`src/rtl/flash_cmd_sequencer.sv`:
```
`default_nettype none
// ============================================================================
// Module      : flash_cmd_sequencer
// Description : Turns one start pulse into a full StrataFlash command sequence
//               (read-array, program, block erase, status poll, clear-status)
//               over a single-outstanding byte-wide Flash bus-cycle interface.
// Revision    : 1.0 - initial release
// ============================================================================
module flash_cmd_sequencer #(
    parameter int AW       = 8,
    parameter int DW       = 8,
    parameter int POLL_MAX = 1024
) (
    input  logic          CLK_50MHZ,
    input  logic          RST,
    input  logic          start,
    input  logic [1:0]    op,
    input  logic [AW-1:0] op_addr,
    input  logic [DW-1:0] op_wdata,
    output logic          busy,
    output logic          done,
    output logic [DW-1:0] rdata,
    output logic [DW-1:0] status,
    output logic          err,
    output logic          err_timeout,
    output logic [AW-1:0] fb_addr,
    output logic [DW-1:0] fb_wdata,
    input  logic [DW-1:0] fb_rdata,
    output logic          fb_rw,
    output logic          fb_start,
    input  logic          fb_done
);

    localparam int CW = $clog2(POLL_MAX + 1);

    localparam logic [1:0] c_OP_READ    = 2'b00;
    localparam logic [1:0] c_OP_PROGRAM = 2'b01;
    localparam logic [1:0] c_OP_ERASE   = 2'b10;
    localparam logic [1:0] c_OP_CLEAR   = 2'b11;

    localparam logic [2:0] c_ST_IDLE     = 3'd0;
    localparam logic [2:0] c_ST_CMD1     = 3'd1;
    localparam logic [2:0] c_ST_CMD2     = 3'd2;
    localparam logic [2:0] c_ST_RD_DATA  = 3'd3;
    localparam logic [2:0] c_ST_STAT_CMD = 3'd4;
    localparam logic [2:0] c_ST_STAT_RD  = 3'd5;
    localparam logic [2:0] c_ST_RESTORE  = 3'd6;
    localparam logic [2:0] c_ST_FINISH   = 3'd7;

    localparam logic [DW-1:0] c_CMD_READ_ARRAY = DW'(8'hFF);
    localparam logic [DW-1:0] c_CMD_PROGRAM    = DW'(8'h40);
    localparam logic [DW-1:0] c_CMD_ERASE      = DW'(8'h20);
    localparam logic [DW-1:0] c_CMD_CONFIRM    = DW'(8'hD0);
    localparam logic [DW-1:0] c_CMD_CLEAR      = DW'(8'h50);
    localparam logic [DW-1:0] c_CMD_STATUS     = DW'(8'h70);

    logic [2:0]    r_state;
    logic [1:0]    r_op;
    logic [AW-1:0] r_addr;
    logic [DW-1:0] r_wdata;
    logic [CW-1:0] r_poll_cnt;
    logic          r_busy;
    logic          r_done;
    logic          r_err;
    logic          r_err_timeout;
    logic          r_err_pend;
    logic          r_tmo_pend;
    logic [DW-1:0] r_rdata;
    logic [DW-1:0] r_status;
    logic [AW-1:0] r_fb_addr;
    logic [DW-1:0] r_fb_wdata;
    logic          r_fb_rw;
    logic          r_fb_start;

    logic [2:0]    w_next;
    logic          w_launch;
    logic          w_rw;
    logic [DW-1:0] w_wdata;
    logic          w_bus_done;
    logic [CW-1:0] w_cnt_inc;
    logic          w_sr_ready;
    logic          w_sr_err;
    logic          w_poll_exhausted;

    // A completion arriving in the launch cycle cannot belong to this cycle.
    assign w_bus_done       = fb_done & ~r_fb_start;
    assign w_cnt_inc        = r_poll_cnt + CW'(1);
    assign w_sr_ready       = fb_rdata[7];
    assign w_sr_err         = fb_rdata[5] | fb_rdata[4] | fb_rdata[3] | fb_rdata[1];
    assign w_poll_exhausted = (w_cnt_inc == CW'(POLL_MAX));

    always_comb begin
        w_next   = r_state;
        w_launch = 1'b0;
        w_rw     = r_fb_rw;
        w_wdata  = r_fb_wdata;
        case (r_state)
            c_ST_IDLE: begin
                if (start) begin
                    w_next   = c_ST_CMD1;
                    w_launch = 1'b1;
                    w_rw     = 1'b1;
                    case (op)
                        c_OP_READ:    w_wdata = c_CMD_READ_ARRAY;
                        c_OP_PROGRAM: w_wdata = c_CMD_PROGRAM;
                        c_OP_ERASE:   w_wdata = c_CMD_ERASE;
                        default:      w_wdata = c_CMD_CLEAR;
                    endcase
                end
            end
            c_ST_CMD1: begin
                if (w_bus_done) begin
                    w_launch = 1'b1;
                    w_rw     = 1'b1;
                    case (r_op)
                        c_OP_READ: begin
                            w_next = c_ST_RD_DATA;
                            w_rw   = 1'b0;
                        end
                        c_OP_PROGRAM: begin
                            w_next  = c_ST_CMD2;
                            w_wdata = r_wdata;
                        end
                        c_OP_ERASE: begin
                            w_next  = c_ST_CMD2;
                            w_wdata = c_CMD_CONFIRM;
                        end
                        default: begin
                            w_next  = c_ST_RESTORE;
                            w_wdata = c_CMD_READ_ARRAY;
                        end
                    endcase
                end
            end
            c_ST_CMD2: begin
                if (w_bus_done) begin
                    w_next   = c_ST_STAT_CMD;
                    w_launch = 1'b1;
                    w_rw     = 1'b1;
                    w_wdata  = c_CMD_STATUS;
                end
            end
            c_ST_STAT_CMD: begin
                if (w_bus_done) begin
                    w_next   = c_ST_STAT_RD;
                    w_launch = 1'b1;
                    w_rw     = 1'b0;
                end
            end
            c_ST_STAT_RD: begin
                if (w_bus_done) begin
                    w_launch = 1'b1;
                    if (w_sr_ready || w_poll_exhausted) begin
                        w_next  = c_ST_RESTORE;
                        w_rw    = 1'b1;
                        w_wdata = c_CMD_READ_ARRAY;
                    end else begin
                        w_next = c_ST_STAT_RD;
                        w_rw   = 1'b0;
                    end
                end
            end
            c_ST_RD_DATA, c_ST_RESTORE: begin
                if (w_bus_done) begin
                    w_next = c_ST_FINISH;
                end
            end
            default: begin
                w_next = c_ST_IDLE;
            end
        endcase
    end

    always_ff @(posedge CLK_50MHZ or negedge RST) begin
        if (!RST) begin
            r_state       <= c_ST_IDLE;
            r_op          <= 2'b00;
            r_addr        <= '0;
            r_wdata       <= '0;
            r_poll_cnt    <= '0;
            r_busy        <= 1'b0;
            r_done        <= 1'b0;
            r_err         <= 1'b0;
            r_err_timeout <= 1'b0;
            r_err_pend    <= 1'b0;
            r_tmo_pend    <= 1'b0;
            r_rdata       <= '0;
            r_status      <= '0;
            r_fb_addr     <= '0;
            r_fb_wdata    <= '0;
            r_fb_rw       <= 1'b0;
            r_fb_start    <= 1'b0;
        end else begin
            r_state    <= w_next;
            r_fb_start <= w_launch;
            r_done     <= 1'b0;
            if (w_launch) begin
                r_fb_rw    <= w_rw;
                r_fb_wdata <= w_wdata;
                r_fb_addr  <= (r_state == c_ST_IDLE) ? op_addr : r_addr;
            end
            if (r_state == c_ST_IDLE && start) begin
                r_op          <= op;
                r_addr        <= op_addr;
                r_wdata       <= op_wdata;
                r_busy        <= 1'b1;
                r_err         <= 1'b0;
                r_err_timeout <= 1'b0;
                r_err_pend    <= 1'b0;
                r_tmo_pend    <= 1'b0;
                r_poll_cnt    <= '0;
            end
            if (w_bus_done && r_state == c_ST_RD_DATA) begin
                r_rdata <= fb_rdata;
            end
            if (w_bus_done && r_state == c_ST_STAT_RD) begin
                r_status   <= fb_rdata;
                r_poll_cnt <= w_cnt_inc;
                if (w_sr_ready) begin
                    r_err_pend <= w_sr_err;
                end else if (w_poll_exhausted) begin
                    r_err_pend <= 1'b1;
                    r_tmo_pend <= 1'b1;
                end
            end
            // Error flags only become visible together with done.
            if (w_next == c_ST_FINISH && r_state != c_ST_FINISH) begin
                r_done        <= 1'b1;
                r_busy        <= 1'b0;
                r_err         <= r_err_pend;
                r_err_timeout <= r_tmo_pend;
            end
        end
    end

    assign busy        = r_busy;
    assign done        = r_done;
    assign rdata       = r_rdata;
    assign status      = r_status;
    assign err         = r_err;
    assign err_timeout = r_err_timeout;
    assign fb_addr     = r_fb_addr;
    assign fb_wdata    = r_fb_wdata;
    assign fb_rw       = r_fb_rw;
    assign fb_start    = r_fb_start;

endmodule
`default_nettype wire

```
`config.mk`:
```
export PLATFORM = sky130hd
export DESIGN_NAME = flash_cmd_sequencer
export DESIGN_NICKNAME = d
export VERILOG_FILES = /design/src/rtl/flash_cmd_sequencer.sv
export SDC_FILE = /design/constraint.sdc
export NUM_CORES = 1
export LEC_CHECK = 0
export ABC_AREA = 1
export CAP_MARGIN = 40
export CORE_AREA = 2 2 94 105
export DETAILED_ROUTE_END_ITERATION = 10
export DIE_AREA = 0 0 96 107
export GPL_TIMING_DRIVEN = 0
export PLACE_DENSITY = 0.68
export REMOVE_ABC_BUFFERS = 1
export SKIP_LAST_GASP = 1
export SLEW_MARGIN = 10
export SYNTH_ARGS = -nofsm -noshare
export SYNTH_HDL_FRONTEND = slang
export SYNTH_SLANG_ARGS = --single-unit
```
`constraint.sdc`:
```
create_clock -name CLK_50MHZ -period 3.4 [get_ports CLK_50MHZ]
set_input_delay 0.68 -clock CLK_50MHZ [delete_from_list [all_inputs] [get_ports CLK_50MHZ]]
set_output_delay 0.68 -clock CLK_50MHZ [all_outputs]
set_load 0.02 [all_outputs]
```
; Yosys cells after proc, flatten, opt, wreduce, memory -nomap -nowiden
; Index checks and enable logic that the tools add are counted.
[op_classes]
addsub = 1
n_eq_ne = 20
muxes = 45
bitwise = 5
n_reduce_logical = 17
[ops]
columns = cell, count
row1 = 8-bit two-way mux, 6
row2 = 8-bit case mux with 3 select lines, 2
row3 = 8-bit case mux with 4 select lines, 1
row4 = 1-bit two-way mux, 23
row5 = 11-bit two-way mux, 2
row6 = 3-bit two-way mux, 6
row7 = 3-bit case mux with 6 select lines, 1
row8 = 2-bit inequality test (second input constant), 7
row9 = 3-bit == test (second input constant), 4
row10 = 11-bit by 1-bit adder with 11-bit output (second input constant), 1
row11 = 11-bit == test (second input constant), 1
row12 = 8-bit AND reduction, 1
row13 = 7-bit AND reduction, 1
row14 = 3-bit by 2-bit == test with 1-bit output (second input constant), 2
row15 = 3-bit case mux with 2 select lines, 1
row16 = 1-bit case mux with 5 select lines, 1
row17 = 5-bit nonzero test, 1
row18 = 2-bit by 1-bit == test with 1-bit output (second input constant), 2
row19 = 2-bit == test (second input constant), 2
row20 = 1-bit logical AND, 4
row21 = 2-bit logical NOT, 2
row22 = 2-bit nonzero test, 2
row23 = 4-bit nonzero test, 1
row24 = 2-bit OR reduction, 2
row25 = other kinds (10), 12
[word_totals]
reg_bits = 72
inputBits = 30
output_inout_bits = 38
word_cells = 105

; Logic depth before layout (Yosys ltp)
[depth]
word_depth = 9
ltp_mapped = 16
depth_no_buf = 16

; Least setup slack after synthesis
; Ideal clock, no wire load.
[synth_timing]
kind = input-to-reg
from = in fb_done
to = reg r_busy, in the netlist busy
setup_time_ns = 0.065
arrival_ns = 1.841
required_time_ns = 3.335
path_slack_ns = 1.494
stages = 7
cell_sequence = inv_1 -> nor2_1 -> nor2_1 -> nor4_1 -> a21oi_4 -> nand2_4 -> o21a_1
[synth_via]
elab_chain_cells = 6
word_cells_on_any_way = 11
cone_classes = 1 x eq/ne / 7 x mux / 1 x bitwise / 2 x reduce/logical
[synth_rtl]
columns = item, line
row1 = "start, declared", 31  ; input logic fb_done
row2 = 1-bit AND (*), 86  ; assign w_bus_done = fb_done & ~r_fb_start;
row3 = "3-bit two-way mux, on equally long branches", -
row4 = 3-bit case mux with 6 select lines (*), 97  ; case (r_state)
row5 = 3-bit == test (*), 227  ; if (w_next == c_ST_FINISH && r_state != c_ST_FINISH) begin
row6 = 1-bit logical AND (*), 227
row7 = 1-bit two-way mux or 2-bit nonzero test (tied branches), -
row8 = "end signal, assigned", 181  ; r_busy <= 1'b0;
row9 = "end signal, assigned", 206  ; r_busy <= 1'b1;
row10 = "end signal, assigned", 229  ; r_busy <= 1'b0;
row11 = "end, declared", 62  ; logic r_busy;
; Every way passes the cells marked *; elsewhere a longest branch is shown, timed or not.
; A chain may end at the register's enable or synchronous reset.

; Worst setup path after layout
[layout_timing]
from = reg r_state[2]
to = reg r_fb_wdata[3], in the netlist fb_wdata[3]
[layout_via]
elab_chain_cells = 4
word_cells_on_any_way = 16
cone_classes = 10 x eq/ne / 2 x mux / 4 x reduce/logical
[layout_rtl]
columns = item, line
row1 = "start, declared", 57  ; logic [2:0] r_state;
row2 = "start signal, assigned", 176  ; r_state <= c_ST_IDLE;
row3 = "start signal, assigned", 194  ; r_state <= w_next;
row4 = "3-bit == test, or another cell as far along", 97
row5 = 4-bit OR reduction (no source line), -
row6 = 1-bit case mux with 2 select lines, 97
row7 = 8-bit AND reduction (no source line), -
row8 = "end signal, assigned", 199  ; r_fb_wdata <= w_wdata;
row9 = "end, declared", 71  ; logic [DW-1:0] r_fb_wdata;
; Several ways; a longest one is shown, not always the timed one.

==> impl_summary.log <==
[metrics] result of the run: completed
[metrics] startpoint of the worst register-to-register path: r_state[2]
[metrics] number of enable flip-flop cells after synthesis: 0
[metrics] final standard cell area without fillers: between 4000 and 5000 µm²
[metrics] global-route wire length before repair: ~14000 µm
[metrics] top cell type by total area after synthesis: dfrtp_1
[metrics] largest net degree at the start of global routing: 54
[metrics] time the final worst path needs with I/O delays and setup: ~2.6 ns
[metrics] Max Transition Viols Final: 0
[metrics] slew of the pin with the lowest slew margin: roughly 0.67 ns
[metrics] Seq/Total Area, Yosys: 50.26%
[metrics] mapped cell area: 3585 µm²
[metrics] cts bufs inserted: 9
[metrics] share of the synthesized area in the top cell type: 50.26%
[metrics] via total after detailed routing: 3011
[metrics] worst r2r dst: fb_wdata[3]
[metrics] clock root cell: clkbuf_8
[metrics] Die X: about 96 µm
[metrics] CTS tree: done
[metrics] total negative setup slack: 0 ns
[metrics] count of input and output buffers: 67
[metrics] Post-synth ARST share: between 90% and 100%
[metrics] final-report setup violation count: 0
[metrics] number of post-CTS setup repair buffers: 0
[metrics] critical setup path kind: register to register
[metrics] most common cell in the synthesized netlist: nand2_1
[metrics] register-to-register setup slack: 0.76 ns
[metrics] first-pass detailed-route iteration total: 4
[metrics] number of nets at the end of the flow: 520
[metrics] DRT Wirelength: around 8000 µm
[metrics] CTS H-tree depth: 3
[metrics] startpoint types: register
[metrics] critical path data arrival time: 2.91 ns
[metrics] placed wire-length estimate: just under 6000 µm
[metrics] mean instance size in the synthesized netlist: ~9 µm²
[metrics] skew final: between 0.009 and 0.01 ns
[metrics] most used cell along the critical path: nand2_4
[metrics] cells taking the most area after synthesis: dfrtp_1 (50%), nand2_1 (14%), ha_1 (3.8%)
[metrics] antenna-violating nets left: 0
[metrics] Wirelength per Cell: about 14 µm
[metrics] starting utilization of the core area: between 30% and 40%
[metrics] Critical Path, Cell by Cell: nor2_4, nand3_2, nand2_4, nor3b_4, nand2_4, clkinv_4, nor2_2, a31oi_1
[metrics] antenna violations before repair: 0
[metrics] Overall Global Routing Usage: 17.20%
[metrics] initial drt markers: 167
[metrics] number of endpoints with negative hold slack in the final report: 0
[metrics] number of max-cap violations: 0
[metrics] Final Cycle Share: 77.79%
[metrics] weighted congestion reported at the end of routability-driven placement: 0.8333
[metrics] vertical die dimension: about 110 µm
[metrics] cell depth of the worst flop-to-flop path: 8
[metrics] Worst slew margin: around 55%
[metrics] leakage power: between 0.002 and 0.0025 µW
[metrics] peak supply drop: 0.4213 mV
[metrics] kind of path behind the tightest hold check: input port to async pin
[metrics] CTS Buffer Depth: 2
[metrics] die area: roughly 10000 µm²
[metrics] synthesis-stage register bit count: 72
[metrics] Crit-path slowest cell: nand3_2
[metrics] clock transition time at the flip-flop clock pins of the worst setup and hold paths: 0.08 ns
[metrics] maximum net fanout on the critical path: 29
[metrics] family of cells with the greatest summed delay on the critical path: simple AND/OR/NAND/NOR gates
[metrics] maximum frequency from static timing analysis: approximately 0.38 GHz
[metrics] latest clock arrival within the worst-skew pair: ~0.35 ns
[metrics] Clock Sinks: 72
[metrics] required time at the endpoint of the critical path: approximately 3.7 ns
[metrics] DRC: 0
[metrics] most frequent cells after synthesis: nand2_1 (134), dfrtp_1 (72), nor2_1 (36)
[metrics] via count of the first global-routing pass: just under 3k
[metrics] post-synth cell types: 40
[metrics] crit end category: register
[metrics] synthesis-to-finish area growth: 27.36%
[metrics] routed via count divided by cell count: 5.018
[metrics] YS warnings: 0
[metrics] Synth Instances: 410
[metrics] placement-stage cell area: 4364 µm²
[metrics] setup repair after global routing missed its margin: no
[metrics] I/O pin count: a little under 70
[metrics] total inserted antenna cells: 0
[metrics] power density over cell area: 928.3 nW/µm²
[metrics] most used flip-flop cell after synthesis: dfrtp_1
[metrics] Floorplan Core Area: 9213 µm²
[metrics] number of standard-cell rows in the floorplan: 37
[metrics] combined buffer and inverter count along the critical path: 1
[metrics] number of instances resized during post-cts repair: 0
[metrics] fraction of layout cells with a size suffix above 1: 13.04%
[metrics] Slowest Stage Delay on Critical Path: about 0.58 ns
[metrics] CTS hold repair buffers: 0
[metrics] total overflow reported by the global router: 0
[report_power, final]
group | total [µW] | internal (µW) | switching (µW)
Clock | 721 | 408 | 313
Combinational | 2000 | 830 | 1170
Sequential | 1510 | 1240 | 272
Total | 4240 | 2480 | 1760
[per-stage QoR]
stage | hold slack (ns) | instances | util (%) | total power (µW) | setup WS [ns]
floorplan | 0.3844 | 400 | - | 2771 | 1.279
global placement | 0.4560 | 584 | 47.10 | 3487 | -0.8726
detailed placement | 0.4579 | 585 | 47.37 | 3541 | 0.4196
CTS | 0.1997 | 600 | 49.56 | 4279 | 0.7192
global route | 0.2005 | 600 | 49.56 | 4563 | 0.5127
finish | 0.2031 | 600 | 49.56 | 4238 | 0.7553
[worst reg2reg max path: stages (launching register included)]
cell and delay [ns]:
dfrtp_1 0.52, nor2_4 0.34, nand3_2 0.58, nand2_4 0.45, nor3b_4 0.28, nand2_4 0.11, clkinv_4 0.12, nor2_2 0.04
a31oi_1 0.14
[area by class of cell]
| cell class | instances | area [µm²] |
|---|---|---|
| fill | 835 | 4647 |
| sequential | 72 | 1802 |
| multi-input combinational | 294 | 1585 |
| timing repair buffer | 68 | 695.7 |
| tap | 117 | 146.4 |
| inverter | 34 | 135.1 |
| clock buffer | 11 | 131.4 |
| clock inverter | 4 | 70.07 |
[logic make-up after synthesis]
group | synth area share [%]
simple gates | 28.20
buf+inv | 5.515
fa+ha+maj | 3.839
flops | 50.26
mux | 2.199
compound gates | 9.982
[worst max-delay path by stage]
stage	startpoint	end	slack (ns)	depth (start not counted)
CTS	r_state[2]	fb_wdata[7]	0.72	8
global route	r_state[0]	err_timeout	0.51	8
global placement	RST	fb_wdata[3]	-0.87	1
finish	r_state[2]	fb_wdata[3]	0.76	8
floorplan	r_state[2]	fb_wdata[7]	1.28	8
detailed placement	start	err_timeout	0.42	8
[state kept, by name (all words and copies together), names as in the netlist]
name and count:
status 8, r_op 2, r_err_pend 1, r_poll_cnt 11
fb_start 1, err_timeout 1, done 1, err 1
fb_wdata 8, busy 1, r_state 3, r_tmo_pend 1
rdata 8, r_wdata 8, fb_rw 1, r_addr 8
fb_addr 8
[layout by cell type (no fill, tap or decap), types with 2 or more instances in the layout]
cell,n
nand2_1,134
dfrtp_1,72
clkdlybuf4s50_1,66
nor2_1,36
inv_1,24
o21ai_0,23
nand3_1,17
a31oi_1,14
ha_1,11
clkbuf_8,9
nor2_2,8
inv_2,7
nand3_2,7
mux2_2,7
a21oi_1,5
nor2_4,4
nand2_4,4
nand2_2,3
o22ai_1,3
o211ai_1,2
nor4_1,2
a22oi_1,2
clkbuf_1,2
bufinv_16,2
clkinv_2,2
[layer usage]
| metal | vias to the layer above | part of all wire (%) | GRT usage, % |
|---|---|---|---|
| met5 | - | 0 | 0 |
| met1 | 1463 | 45 | 23.26 |
| met2 | 59 | 50 | 26.54 |
| met4 | 0 | 2.1 | 8.163 |
| li1 | 1475 | - | - |
| met3 | 14 | 3.3 | 3.022 |
Note: power is estimated with default switching activity, not from simulation.
